### src/rtl/sseg_scan_driver.sv
// rtl/sseg_scan_driver.sv - four-digit seven-segment scan driver with frame-synced update, blink and brightness
//
// Purpose: time-multiplexes four active-low segment bytes onto a shared
// 4-digit display. Patterns are staged in a shadow register and promoted
// to the displayed (active) register only at frame boundaries.
//
// Ports:
//   clk        - system clock, rising edge
//   rst        - asynchronous active-low reset
//   sseg_in    - [31:24] leftmost digit (anode[3]) .. [7:0] rightmost (anode[0])
//   load       - capture sseg_in into the shadow register this cycle
//   blink_mask - bit i set -> digit i blinks
//   bright     - on-time is (bright+1)/8 of each digit slot
//   anode      - active-low digit enables (registered)
//   sout       - active-low segment pattern (registered)
//   frame_tick - one-cycle pulse after each frame boundary (registered)
module sseg_scan_driver #(
  parameter int REFRESH_DIV  = 50000,
  parameter int BLINK_FRAMES = 128
) (
  input  logic        clk,
  input  logic        rst,
  input  logic [31:0] sseg_in,
  input  logic        load,
  input  logic [3:0]  blink_mask,
  input  logic [2:0]  bright,
  output logic [3:0]  anode,
  output logic [7:0]  sout,
  output logic        frame_tick
);

  localparam int SW  = (REFRESH_DIV > 1) ? $clog2(REFRESH_DIV) : 1;
  localparam int BW  = (BLINK_FRAMES > 1) ? $clog2(BLINK_FRAMES) : 1;
  // Wide enough that 8*SUB (== REFRESH_DIV) never overflows.
  localparam int PW  = SW + 4;
  localparam int SUB = REFRESH_DIV / 8;

  localparam logic [SW-1:0] SLOT_LAST  = SW'(REFRESH_DIV - 1);
  localparam logic [BW-1:0] BLINK_LAST = BW'(BLINK_FRAMES - 1);
  localparam logic [PW-1:0] SUB_P      = PW'(SUB);

  logic [SW-1:0] slot_cnt_q, slot_cnt_d;
  logic [1:0]    digit_q, digit_d;
  logic [BW-1:0] blink_cnt_q, blink_cnt_d;
  logic          blink_phase_q, blink_phase_d;
  logic [31:0]   shadow_q, shadow_d;
  logic [31:0]   active_q, active_d;
  logic [3:0]    anode_q, anode_d;
  logic [7:0]    sout_q, sout_d;
  logic          frame_tick_q, frame_tick_d;

  logic          slot_wrap;
  logic          frame_end;
  logic [PW-1:0] on_limit;
  logic          lit;

  always_comb begin
    slot_wrap = (slot_cnt_q == SLOT_LAST);
    frame_end = slot_wrap && (digit_q == 2'd3);

    slot_cnt_d = slot_wrap ? '0 : slot_cnt_q + SW'(1);
    digit_d    = slot_wrap ? digit_q + 2'd1 : digit_q;

    shadow_d = load ? sseg_in : shadow_q;
    // A load landing on the boundary edge goes straight to the display.
    active_d = frame_end ? (load ? sseg_in : shadow_q) : active_q;

    blink_cnt_d   = blink_cnt_q;
    blink_phase_d = blink_phase_q;
    if (frame_end) begin
      if (blink_cnt_q == BLINK_LAST) begin
        blink_cnt_d   = '0;
        blink_phase_d = ~blink_phase_q;
      end else begin
        blink_cnt_d = blink_cnt_q + BW'(1);
      end
    end

    on_limit = (PW'(bright) + PW'(1)) * SUB_P;

    // slot_cnt 0 is kept dark so the previous digit's segments never
    // ghost onto the next anode while both change.
    lit = (slot_cnt_q != '0) &&
          (PW'(slot_cnt_q) < on_limit) &&
          !(blink_phase_q && blink_mask[digit_q]);

    anode_d      = lit ? ~(4'b0001 << digit_q) : 4'hF;
    sout_d       = lit ? active_q[{digit_q, 3'b000} +: 8] : 8'hFF;
    frame_tick_d = frame_end;
  end

  always_ff @(posedge clk or negedge rst) begin
    if (!rst) begin
      slot_cnt_q    <= '0;
      digit_q       <= 2'd0;
      blink_cnt_q   <= '0;
      blink_phase_q <= 1'b0;
      shadow_q      <= 32'hFFFF_FFFF;
      active_q      <= 32'hFFFF_FFFF;
      anode_q       <= 4'hF;
      sout_q        <= 8'hFF;
      frame_tick_q  <= 1'b0;
    end else begin
      slot_cnt_q    <= slot_cnt_d;
      digit_q       <= digit_d;
      blink_cnt_q   <= blink_cnt_d;
      blink_phase_q <= blink_phase_d;
      shadow_q      <= shadow_d;
      active_q      <= active_d;
      anode_q       <= anode_d;
      sout_q        <= sout_d;
      frame_tick_q  <= frame_tick_d;
    end
  end

  assign anode      = anode_q;
  assign sout       = sout_q;
  assign frame_tick = frame_tick_q;

endmodule

### config.mk
export PLATFORM = sky130hd
export DESIGN_NAME = sseg_scan_driver
export DESIGN_NICKNAME = d
export VERILOG_FILES = /design/src/rtl/sseg_scan_driver.sv
export SDC_FILE = /design/constraint.sdc
export NUM_CORES = 1
export LEC_CHECK = 0
export ABC_AREA = 1
export CORE_AREA = 2 2 105 107
export DETAILED_ROUTE_END_ITERATION = 16
export DIE_AREA = 0 0 107 109
export HOLD_SLACK_MARGIN = 0.08
export PLACE_DENSITY = 0.84
export SLEW_MARGIN = 20
export SYNTH_ARGS = -nofsm -noshare
export SYNTH_HDL_FRONTEND = slang
export SYNTH_SLANG_ARGS = --single-unit
### constraint.sdc
create_clock -name clk -period 4.92 [get_ports clk]
set_input_delay 0.984 -clock clk [delete_from_list [all_inputs] [get_ports clk]]
set_output_delay 0.984 -clock clk [all_outputs]
set_load 0.05 [all_outputs]
### Yosys cells after proc, flatten, opt, wreduce, memory -nomap -nowiden

Index checks and enable logic that the tools add are counted.

* flip-flop bits (word level): 103
* bits in latches: 0
* RAM bits: 0
* memory bits (read-only): 0
* input bits: 42
* output and inout bits: 13
* word-level logic and storage cells: 37
* memories kept: 0

* add/subtract/negate cells: 4
* $mul: 1
* div/mod/pow operators: 0
* magnitude comparators: 2
* equality and inequality tests: 3
* shift-type cells: 2
* mux-type cells: 7
* bitwise operators: 2
* reductions and logical operators: 7

Operators with widths (number)
* $mux 32: 1
* $shiftx 32x6->8: 1
* $lt 16x17->1: 1
* $add 16x1->16 const B: 1
* $eq 16x16->1 const B: 1
* $mul 4x12->16 const B: 1
* $mux 16: 1
* $reduce_bool 16->1: 1
* $mux 8: 1
* $add 7x1->7 const B: 1
* $eq 7x7->1 const B: 1
* $mux 7: 1
* $add 3x1->4 const B: 1
* $logic_and 1x1->1: 4
* $mux 4: 1
* $not 4->4: 1
* $shl 1x2->4 const A: 1
* $lt 2x3->1 const B: 1
* $add 2x1->2 const B: 1
* $bmux 1 s2: 1
* $eq 2x2->1 const B: 1
* $reduce_and 2->1: 1
* $logic_not 1->1: 1
* $mux 1: 1
* $not 1->1: 1

### Depth between registers and ports, before layout

Gate-level depths: netlist of the first run.

* depth in word-level cells: 6
* mapped depth: 22
* depth with buffers taken out: 21

### Worst setup path after synthesis of the first run

OpenSTA, ideal clock, no wires.

* path type: input port to flip-flop
* from: input port bright[0]
* to: register anode_q[1], in the netlist anode[1]
* arrival: 3932 ps
* data required time: 4855 ps
* setup slack: 924 ps
* stages: 18
* cell sequence: inv_2 > ha_1 > ha_1 > ha_1 > ha_1 > nand3_1 > nand3_2 > a21oi_1 > nor2_1 > xnor2_1 > ha_1 > nand2_1 > inv_1 > nand3_1 > a21oi_1 > nand4_2 > buf_6 > nand4_2

* word-level cells in the longest chain between the ends: 6

Ends and longest elaborated chain
* start: declaration: RTL line 26 `input logic [2:0] bright,`
* $add 3x1->4: RTL line 79 `on_limit = (PW'(bright) + PW'(1)) * SUB_P;`
* $mul 4x12->16: RTL line 79
* $lt 16x17->1: RTL line 84 `(PW'(slot_cnt_q) < on_limit) &&`
* $logic_and 1x1->1: RTL line 83 `lit = (slot_cnt_q != '0) &&`
* $logic_and 1x1->1: RTL line 84
* $mux 4: RTL line 87 `anode_d = lit ? ~(4'b0001 << digit_q) : 4'hF;`
* named net anode_d[1]: RTL line 48 `logic [3:0] anode_q, anode_d;`
* end signal: assignment: RTL line 110 `anode_q <= anode_d;`
* end: declaration: RTL line 48

The timed path passes the listed nets, and every way through them passes these cells.
A chain may end at the register's enable or synchronous reset.

### Worst setup path after layout of the first run

* from: input port bright[2]
* to: register sout_q[6], in the netlist sout[6]

* word-level cells in the longest chain between the ends: 6

Ends and longest elaborated chain
* $add 3x1->4: RTL line 79
* $mul 4x12->16: RTL line 79
* $lt 16x17->1: RTL line 84
* $logic_and 1x1->1: RTL line 83
* $logic_and 1x1->1: RTL line 84
* $mux 8: RTL line 88 `sout_d = lit ? active_q[{digit_q, 3'b000} +: 8] : 8'hFF;`
* named net sout_d[6]: RTL line 49 `logic [7:0] sout_q, sout_d;`
* end signal: assignment: RTL line 111 `sout_q <= sout_d;`
* end: declaration: RTL line 49

The timed path passes the listed nets, and every way through them passes these cells.

==> metrics, run 1 <==
top post-synthesis cells by area=sky130_fd_sc_hd__dfstp_2 (35%), sky130_fd_sc_hd__nand2_1 (18%), sky130_fd_sc_hd__dfrtp_1 (12%), sky130_fd_sc_hd__ha_1 (8.4%), sky130_fd_sc_hd__inv_1 (3.5%); routed via count divided by cell count=approximately 5.3; number of synthesized register bits=between 100 and 150; run status=complete, no violations; Initial DRC Count=between 400 and 500; final non-filler cell area=~6500 sq um; final global-route overflow total=0; Initial Util=roughly 53%; Tightest Pin Transition=roughly 0.94 ns; most area-hungry cell type in the Yosys netlist=sky130_fd_sc_hd__dfstp_2; Maximum Capacitance Violations=0; share of final-layout standard cells stronger than drive strength 1=a little under a fifth; number of fill cells in the layout=905; clk root buf=sky130_fd_sc_hd__clkbuf_8; final critical delay including setup and external delays=about 4.7 ns; maximum number of pins on one net before global-route repair=83; die footprint=roughly 12000 sq um; FFs w/ async S/R, synth=100%; placeable core region=10600 sq um; total number of nets in the final design=about 790; synthesis-to-layout area growth=14.9%; clock tree skew after final layout=~0.012 ns; cell row count=38; synth cell count leaders=sky130_fd_sc_hd__nand2_1 (277), sky130_fd_sc_hd__dfstp_2 (76), sky130_fd_sc_hd__inv_1 (53), sky130_fd_sc_hd__ha_1 (38), sky130_fd_sc_hd__dfrtp_1 (27); Post-CTS Setup Repair Bufs=0; Worst-path clk slew=about 0.10 ns; total global-route track usage=between 20% and 30%; via total after detailed routing=4540; total I/O pin count=55; Achievable Freq=about 210 MHz; synthesized net count=roughly 740; post-layout utilization of the core=a little over 60%; hold crit path type=flop to flop; hold slack final=0.475 ns; post-synthesis instance area=about 5600 sq um; final sum of negative setup slack=0 ns; Layout Cells excl Fill=about 850; area share of the leading cell type in the synthesized netlist=a little over a third; count of pins over their slew limit=0; total power per unit cell area=~260 nW/um^2; distinct cell type count of the synthesized netlist=36; Final Wtd Congestion=0.885; count of TritonRoute iterations in the first routing pass=5; wire length of the first global-routing pass=20.5 mm; most frequently used cell type in the post-synthesis netlist=sky130_fd_sc_hd__nand2_1; count of unresolved DRC violations after routing=0; Static Leakage=roughly 0.0032 uW; CTS sink count=103; die span in x=about 110 microns; critical path endpoint category=flop; Final Hold Viols=0; final period utilization=a little over nine tenths; predominant post-synthesis flop cell=sky130_fd_sc_hd__dfstp_2; mean area per synthesized cell=between 8 and 9 sq um; clock latency on the worst-skew pair=approximately 0.38 ns; total of cells resized after clock tree synthesis=0; data arrival at the endpoint of the critical path=roughly 5 ns; die span in y=around 110 microns; initial antenna violation count=0; clock tree from TritonCTS=done; Yosys Warn Count=0; area of placed instances=between 6000 and 7000 sq um; CP Class=input pin to flop; RSZ-0062 raised after global routing=false; Critical Path Start Type=input pin; Antenna Violating Nets Remaining=0; average wire per cell in the routed design=about 14 microns; detailed placer's ending HPWL=8.66 mm; buffers from clock root to sink, at most=2; number of setup violations in the final report=0; Gate Count Post-Synth=between 600 and 700; Slew Limit Headroom=37.0%; sequential element share of the synthesized area=between 40% and 50%; # diodes=0; number of enable-type register cells in the synthesized netlist=0; count of input and output buffers=54; CTS Hold Bufs=0; maximum fanout count along the critical path=12; number of buffers created by CTS=9; required time at the worst-slack endpoint=between 5 and 6 ns; via count of the first global-routing pass=roughly 4400; Cells after DPL=837; peak supply drop=approximately 140 uV; count of H-tree levels built during CTS=3; DRT Wirelength=between 10 and 15 mm
-- registers in the layout (all words and copies together) (netlist names) --
register and flops:
active_q 32, blink_cnt_q 7, sout 8, frame_tick 1, digit_q 2, slot_cnt_q 16, blink_phase_q 1, anode 4
shadow_q 32
-- cell families (layout without fill, tap and decap cells) --
group	after synthesis	after routing	synth area share, %
adders and majority gates	38	38	8.43
buffers and inverters	82	134	6.24
AOI/OAI and AO/OA	47	47	5.13
xor gates and xnor gates	19	19	2.95
and+or+nand+nor	372	372	29.8
DFF	103	103	47.4
-- power breakdown --
group          leakage (uW)  switching [uW]  internal, uW
Clock              0.000112             300           269
Combinational       0.00193             122          81.4
Sequential          0.00116            6.69           888
Total               0.00320             429          1240
-- worst max-delay path, cell delays in order --
cell and delay, ns:
sky130_fd_sc_hd__clkdlybuf4s50_1 0.56, sky130_fd_sc_hd__inv_2 0.08, sky130_fd_sc_hd__nor3_1 0.37, sky130_fd_sc_hd__ha_1 0.33, sky130_fd_sc_hd__ha_1 0.28, sky130_fd_sc_hd__ha_1 0.34, sky130_fd_sc_hd__nand3_1 0.11, sky130_fd_sc_hd__nand3_2 0.12
sky130_fd_sc_hd__a21oi_1 0.29, sky130_fd_sc_hd__nor2_1 0.10, sky130_fd_sc_hd__xnor2_1 0.14, sky130_fd_sc_hd__ha_1 0.30, sky130_fd_sc_hd__nand2_1 0.08, sky130_fd_sc_hd__o21ai_0 0.26, sky130_fd_sc_hd__nand4_2 0.40, sky130_fd_sc_hd__nand4_2 0.25
-- final timing paths --
check	from	end	slack [ns]	cells after the start
setup / recovery	bright[2]	sout[6]	0.24	16
setup reg to reg	slot_cnt_q[1]	blink_cnt_q[3]	1.68	11
max in group asynchronous	rst	active_q[1]	3.43	2
min in group asynchronous	rst	blink_cnt_q[1]	0.65	1
hold reg to reg	active_q[6]	active_q[6]	0.48	2
hold / removal	active_q[6]	active_q[6]	0.48	2
-- layout by cell type (no fill, tap or decap), types with 6 or more instances in the layout --
| cell | n |
|---|---|
| sky130_fd_sc_hd__inv_1 | 53 |
| sky130_fd_sc_hd__o21ai_0 | 11 |
| sky130_fd_sc_hd__clkdlybuf4s50_1 | 53 |
| sky130_fd_sc_hd__a32o_1 | 8 |
| sky130_fd_sc_hd__a21oi_1 | 20 |
| sky130_fd_sc_hd__nand4_1 | 10 |
| sky130_fd_sc_hd__nand3_1 | 20 |
| sky130_fd_sc_hd__clkbuf_8 | 11 |
| sky130_fd_sc_hd__dfrtp_1 | 27 |
| sky130_fd_sc_hd__nor2_1 | 20 |
| sky130_fd_sc_hd__ha_1 | 38 |
| sky130_fd_sc_hd__dfstp_2 | 76 |
| sky130_fd_sc_hd__nand2_1 | 277 |
| sky130_fd_sc_hd__inv_2 | 6 |
| sky130_fd_sc_hd__xor2_1 | 15 |
| sky130_fd_sc_hd__nand4_2 | 11 |
-- final cells by class --
| class | count | area (sq um) | area share [%] |
|---|---|---|---|
| sequential | 103 | 2670 | 41.3 |
| clock inverter | 5 | 63.8 | 0.985 |
| multi-input combinational | 476 | 2620 | 40.5 |
| tap | 140 | 175 | 2.70 |
| clock buffer | 11 | 151 | 2.34 |
| inverter | 61 | 229 | 3.53 |
| timing repair buffer | 57 | 564 | 8.71 |
-- per-stage QoR --
step | worst slack (ns) | total power [uW]
2_1_floorplan | 0.924 | 1030
3_3_place_gp | 0.0338 | 1100
3_5_place_dp | -0.113 | 1110
4_1_cts | 0.274 | 1680
5_1_grt | 0.0107 | 1740
6_report | 0.242 | 1670
-- layer usage --
| metal | wire (microns) | up-vias | track usage (%) |
|---|---|---|---|
| met5 | 0 | - | 0 |
| met4 | 250 | 0 | 8.91 |
| met3 | 545 | 23 | 2.69 |
| met2 | 5630 | 124 | 36.0 |
| met1 | 5570 | 2182 | 29.9 |
| li1 | - | 2211 | - |
(Power assumes the default switching activity.)
==> run 2: changes to the inputs <==
- CORE_AREA: 2 2 105 107 -> 2 2 110 112
- DIE_AREA: 0 0 107 109 -> 0 0 112 114
- PLACE_DENSITY: 0.84 -> 0.78
==> run 2 against run 1 <==
  * Non-clock buffer count is the same
  * Utilization fell by 5.1 points
  * Clock power up 20%
  * Total power is 6.9% higher
  * Final area grew 1.3%
  * First-iteration DRC count down 25%
  * Sequential share of layout area is 0.53 points lower
  * Worst hold slack lost 0.0046 ns
  * Highest routed layer unchanged
  * Sequential cell count stayed put
  * Via count decreased by 1.1%
  * Register-to-register slack better by 0.06 ns
==> metrics, run 2 (synthesized netlist as in run 1, its figures left out) <==
hold crit path type=flop to flop; post-route worst setup slack=0.332 ns (+0.0904 ns); Worst-path clk slew=0.07 ns (-0.03 ns); maximum number of pins on one net before global-route repair=81 (-2.4%); Slew Limit Headroom=36.1% (-0.82 points); run status=complete, no violations; power share of the sequential group=50.2% (-3.5 points); peak supply drop=165 uV (+15%); Critical Path Start=bright[0]; Critical Path Start Type=input pin; area of placed instances=6260 sq um (+0.14%); count of unresolved DRC violations after routing=0 (unchanged); Achievable Freq=218 MHz (+2.0%); synthesis-to-layout area growth=16.4%; data arrival at the endpoint of the critical path=4.87 ns (-0.11 ns); routed via count divided by cell count=5.22 (-1.9%); post-layout utilization of the core=56.0% (-5.1 points); sw power=460 uW (+7.2%); final period utilization=93.2% (-1.8 points); CP Class=input pin to flop; cell row count=40 (+5.3%); clock tree skew after final layout=0.00857 ns (-0.00392 ns); placeable core region=11700 sq um (+10%); critical-path cell list=clkdlybuf4s50_1 -> inv_2 -> ha_1 -> ha_1 -> ha_1 -> ha_1 -> nand3_1 -> nand3_2 -> a21oi_2 -> nor2_1 -> xnor2_1 -> ha_1 -> nand2_1 -> o21ai_0 -> nand4_4 -> nand4_2; clock tree from TritonCTS=done; via count of the first global-routing pass=4417 (-0.045%); share of final-layout standard cells stronger than drive strength 1=18.8% (unchanged); wire length of the first global-routing pass=21.0 mm (+2.4%); total global-route track usage=20.1% (-1.9 points); Tightest Pin Transition=0.958 ns (+0.0134 ns); switching power as a share of total power=25.8% (+0.084 points); Antenna Violating Nets Remaining=0 (unchanged); Initial DRC Count=311 (-25%); final global-route overflow total=0 (unchanged); detailed placer's ending HPWL=8.85 mm (+2.2%); total I/O pin count=55 (unchanged); initial antenna violation count=0 (unchanged); final non-filler cell area=6560 sq um (+1.3%); count of TritonRoute iterations in the first routing pass=5 (unchanged); required time at the worst-slack endpoint=5.20 ns (-0.03 ns); worst path bufs/invs=2 (unchanged); slowest stage cell, crit path=sky130_fd_sc_hd__clkdlybuf4s50_1; average wire per cell in the routed design=14.3 microns (+1.7%); clk root buf=sky130_fd_sc_hd__clkbuf_16; CTS sink count=103 (unchanged); # diodes=0 (unchanged); maximum fanout count along the critical path=12 (unchanged); die span in y=114 microns (+4.6%); critical path endpoint category=flop; CP dominant cell by count=sky130_fd_sc_hd__ha_1; number of setup violations in the final report=0 (unchanged); Final Hold Viols=0 (unchanged); Worst R2R Start=slot_cnt_q[1]; most common cell after layout, fill and taps aside=sky130_fd_sc_hd__nand2_1; Maximum Capacitance Violations=0 (unchanged); top library cells by usage in the layout, fill and taps aside=sky130_fd_sc_hd__nand2_1 (277), sky130_fd_sc_hd__dfstp_2 (76), sky130_fd_sc_hd__inv_1 (53), sky130_fd_sc_hd__clkdlybuf4s50_1 (53), sky130_fd_sc_hd__ha_1 (38); total power per unit cell area=271 nW/um^2 (+5.5%); Final Wtd Congestion=0.902 (+1.9%); count of input and output buffers=54 (unchanged); via total after detailed routing=4490 (-1.1%); Post-CTS Setup Repair Bufs=0 (unchanged); biggest regs=active_q x32, shadow_q x32, slot_cnt_q x16; hold_sp=active_q[14]; delay-heaviest family, CP=adder cells; buffers from clock root to sink, at most=2 (unchanged); die span in x=112 microns (+4.7%); clock share of power=38.4% (+4.3 points); count of pins over their slew limit=0 (unchanged); Initial Util=48.1% (-5.0 points); number of buffers created by CTS=9 (unchanged); DRT Wirelength=12.3 mm (+2.5%); final sum of negative setup slack=0 ns (unchanged); total number of nets in the final design=788 (unchanged); clock latency on the worst-skew pair=0.35 ns (-0.03 ns); Internal Power=1320 uW (+6.8%); Slowest Stage Delay on Critical Path=0.55 ns (about the same); count of H-tree levels built during CTS=3 (unchanged); minimum setup slack after placement=-0.207 ns (-0.0940 ns); die footprint=12800 sq um (+9.5%); final critical delay including setup and external delays=4.59 ns (-0.0904 ns); number of fill cells in the layout=1054 (+16%); share of total power in combinational logic=11.4% (-0.8 points); Static Leakage=0.00320 uW (about the same)
[run 2: cell type report]
type / count / area (sq um) / area share [%]
clock inverter: 6 / 53.8 / 0.820
multi-input combinational: 476 / 2640 / 40.1
inverter: 61 / 229 / 3.49
timing repair buffer: 57 / 561 / 8.54
sequential: 103 / 2670 / 40.7
tap: 147 / 184 / 2.80
clock buffer: 10 / 229 / 3.49
[run 2: layer usage]
| layer | share of wire, % | vias to the layer above | GRT usage [%] |
|---|---|---|---|
| li1 | - | 2214 | - |
| met1 | 46 | 2129 | 27.4 |
| met2 | 48 | 127 | 33.2 |
| met3 | 4.3 | 20 | 3.19 |
| met4 | 1.7 | 0 | 6.34 |
| met5 | 0 | - | 0 |
[run 2: final timing paths]
check | end | slack [ns] | cells after the start
hold reg to reg | active_q[14] | 0.47 | 2
min in group asynchronous | frame_tick | 0.78 | 1
hold / removal | active_q[14] | 0.47 | 2
setup / recovery | sout[4] | 0.33 | 16
max in group asynchronous | slot_cnt_q[12] | 3.25 | 2
setup reg to reg | blink_cnt_q[3] | 1.74 | 11
[run 2: repair_timing]
item,in CTS,in global routing
hold buffers,0,0
gates resized for setup,0,3
endpoints found under the setup margin,0,12
[run 2: power groups by stage]
| stage | Combinational (uW) | Sequential (uW) | Clock [uW] |
|---|---|---|---|
| final | 203 | 895 | 683 |
| after global routing | 231 | 897 | 731 |
| after CTS | 202 | 895 | 690 |
| after detailed placement | 200 | 909 | 0 |
| after global placement | 191 | 908 | 0 |
| after floorplan | 118 | 907 | 0 |
[run 2: stage by stage]
step,cells,hold slack [ns],power [uW]
after floorplan,661,0.442,1030
after global placement,844,0.459,1100
after detailed placement,844,0.458,1110
after CTS,860,0.470,1790
after global routing,860,0.489,1860
final,860,0.471,1780
[run 2: worst register-to-register path, cell delays in order, from the launching register on]
cell and delay, ns:
sky130_fd_sc_hd__dfrtp_1 0.40, sky130_fd_sc_hd__ha_1 0.21, sky130_fd_sc_hd__nand2_1 0.06, sky130_fd_sc_hd__nor2_1 0.16, sky130_fd_sc_hd__inv_1 0.11, sky130_fd_sc_hd__nor2_1 0.10
sky130_fd_sc_hd__and2_1 0.41, sky130_fd_sc_hd__nand2_2 0.53, sky130_fd_sc_hd__inv_2 0.63, sky130_fd_sc_hd__nand4_1 0.22, sky130_fd_sc_hd__o21ai_1 0.18, sky130_fd_sc_hd__a21oi_1 0.06
==> run 3: changes to the inputs <==
- CAP_MARGIN: not set -> 25
==> run 3 against run 2 <==
  * Global-route usage unchanged
  * Worst hold slack better by 0.0015 ns
  * Die area unchanged
  * Critical path depth increased by 2
  * Clock skew grew 0.0021 ns
==> metrics, run 3 (synthesized netlist as in run 1, its figures left out) <==
final non-filler cell area=6590 sq um (+0.42%); critical path endpoint category=flop; initial antenna violation count=0 (unchanged); average wire per cell in the routed design=14.3 microns (+0.10%); required time at the worst-slack endpoint=5.21 ns (about the same); biggest regs=active_q x32, shadow_q x32, slot_cnt_q x16; Tightest Pin Transition=0.918 ns (-0.0395 ns); count of pins over their slew limit=0 (unchanged); post-layout utilization of the core=56.3% (+0.24 points); peak supply drop=167 uV (+0.86%); data arrival at the endpoint of the critical path=4.87 ns (about the same); final sum of negative setup slack=0 ns (unchanged); share of final-layout standard cells stronger than drive strength 1=18.9% (+0.11 points); Maximum Capacitance Violations=0 (unchanged); cell count of the worst reg-to-reg path=11 (unchanged); hold crit path type=flop to flop; number of fill cells in the layout=1051 (-0.28%); final period utilization=93.1% (-0.12 points); Critical Path Start Type=input pin; total number of nets in the final design=789 (+0.13%); total global-route track usage=20.1% (unchanged); Critical Path Start=bright[0]; met1 WL=5.65 mm (+0.28%); Post-CTS Setup Repair Bufs=0 (unchanged); die span in y=114 microns (unchanged); final global-route overflow total=0 (unchanged); Worst R2R Start=slot_cnt_q[1]; count of unresolved DRC violations after routing=0 (unchanged); die span in x=112 microns (unchanged); via total after detailed routing=4498 (+0.18%); Achievable Freq=218 MHz (+0.13%); sum of met2 wire segment lengths after detailed routing=5.97 mm (+0.56%); clock tree skew after final layout=0.0107 ns (+0.00210 ns); Initial Util=48.1% (unchanged); clk root buf=sky130_fd_sc_hd__clkbuf_16; cell row count=40 (unchanged); uppermost layer routed=met4; endpoint of the worst-slack reg-to-reg timing path=blink_cnt_q[3]; total power per unit cell area=271 nW/um^2 (-0.18%); run status=complete, no violations; # diodes=0 (unchanged); Antenna Violating Nets Remaining=0 (unchanged); die footprint=12800 sq um (unchanged); top library cells by usage in the layout, fill and taps aside=sky130_fd_sc_hd__nand2_1 (277), sky130_fd_sc_hd__dfstp_2 (76), sky130_fd_sc_hd__inv_1 (53), sky130_fd_sc_hd__clkdlybuf4s50_1 (53), sky130_fd_sc_hd__ha_1 (38); DRT Wirelength=12.3 mm (+0.22%); synthesis-to-layout area growth=16.9%; cell depth of the worst hold path=2 (unchanged); wire length of the first global-routing pass=21.0 mm (unchanged); Worst-path clk slew=0.08 ns (about the same); routed wire length on met3=503 microns (-3.8%); buffers from clock root to sink, at most=2 (unchanged); number of buffers created by CTS=9 (unchanged); end of the worst hold path=active_q[30]; count of input and output buffers=54 (unchanged); hold_sp=active_q[30]; placeable core region=11700 sq um (unchanged); clock latency on the worst-skew pair=0.35 ns (about the same); count of TritonRoute iterations in the first routing pass=5 (unchanged); count of H-tree levels built during CTS=3 (unchanged); Initial DRC Count=317 (+1.9%); maximum fanout count along the critical path=12 (unchanged); Static Leakage=0.00322 uW (+0.40%); Final Hold Viols=0 (unchanged); area of placed instances=6260 sq um (unchanged); total I/O pin count=55 (unchanged); routed via count divided by cell count=5.22 (about the same); CTS sink count=103 (unchanged); maximum number of pins on one net before global-route repair=81 (unchanged); detailed placer's ending HPWL=8.85 mm (unchanged); Slew Limit Headroom=38.7% (+2.6 points); most common cell after layout, fill and taps aside=sky130_fd_sc_hd__nand2_1; final critical delay including setup and external delays=4.58 ns (-0.00608 ns); clock tree from TritonCTS=done; number of setup violations in the final report=0 (unchanged); via count of the first global-routing pass=4417 (unchanged); Register-to-Register Setup Slack=1.73 ns (about the same); minimum setup slack after placement=-0.207 ns (unchanged); Final Wtd Congestion=0.902 (unchanged); CP Class=input pin to flop; post-route worst setup slack=0.338 ns (+0.00608 ns); power consumption=1790 uW (+0.24%)
run 3: how the worst max path moves through the flow:
| stage | endpoint | slack [ns] | cells after the start |
|---|---|---|---|
| 2_1_floorplan | anode[1] | 0.92 | 18 |
| 3_3_place_gp | anode[3] | 0.009 | 18 |
| 3_5_place_dp | anode[3] | -0.21 | 18 |
| 4_1_cts | anode[3] | 0.16 | 18 |
| 5_1_grt | sout[7] | -0.001 | 22 |
| 6_report | anode[3] | 0.34 | 18 |
run 3: metal layers:
metal	vias up	global-route usage (%)
met5	-	0
met4	0	6.34
met3	19	3.19
met2	126	33.2
met1	2143	27.4
li1	2210	-
run 3: timing repair:
action                     in CTS  in global routing
gates resized for setup         0                  3
hold buffers                    0                  0
setup endpoints to repair       0                 12
run 3: layout make-up:
type | count | area [sq um] | share of cell area [%]
Inverter | 61 | 229 | 3.47
Timing Repair Buffer | 58 | 588 | 8.92
Tap cell | 147 | 184 | 2.79
Clock buffer | 10 | 229 | 3.47
Clock inverter | 6 | 53.8 | 0.816
Multi-Input combinational cell | 476 | 2640 | 40.0
Sequential cell | 103 | 2670 | 40.5
run 3: where the power goes:
group | switching, uW | internal, uW | total, uW
registers | 6.39 | 888 | 895
clock network | 332 | 352 | 684
logic | 123 | 83.7 | 206
run 3: worst max-delay path, stage by stage:
cell and delay (ns):
sky130_fd_sc_hd__clkdlybuf4s50_1 0.55, sky130_fd_sc_hd__inv_2 0.12, sky130_fd_sc_hd__ha_1 0.38, sky130_fd_sc_hd__ha_1 0.32, sky130_fd_sc_hd__ha_1 0.29, sky130_fd_sc_hd__ha_1 0.34, sky130_fd_sc_hd__nand3_1 0.11, sky130_fd_sc_hd__nand3_2 0.13
sky130_fd_sc_hd__a21oi_2 0.24, sky130_fd_sc_hd__nor2_1 0.08, sky130_fd_sc_hd__xnor2_1 0.14, sky130_fd_sc_hd__ha_1 0.30, sky130_fd_sc_hd__nand2_1 0.06, sky130_fd_sc_hd__inv_1 0.05, sky130_fd_sc_hd__nand3_1 0.06, sky130_fd_sc_hd__a21oi_1 0.24
sky130_fd_sc_hd__nand4_4 0.28, sky130_fd_sc_hd__nand4_1 0.20
run 3: through the flow:
stage               hold slack [ns]  std cells
finish                        0.472        861
global route                  0.489        861
CTS                           0.470        860
detailed placement            0.458        844
global placement              0.459        844
floorplan                     0.442        661
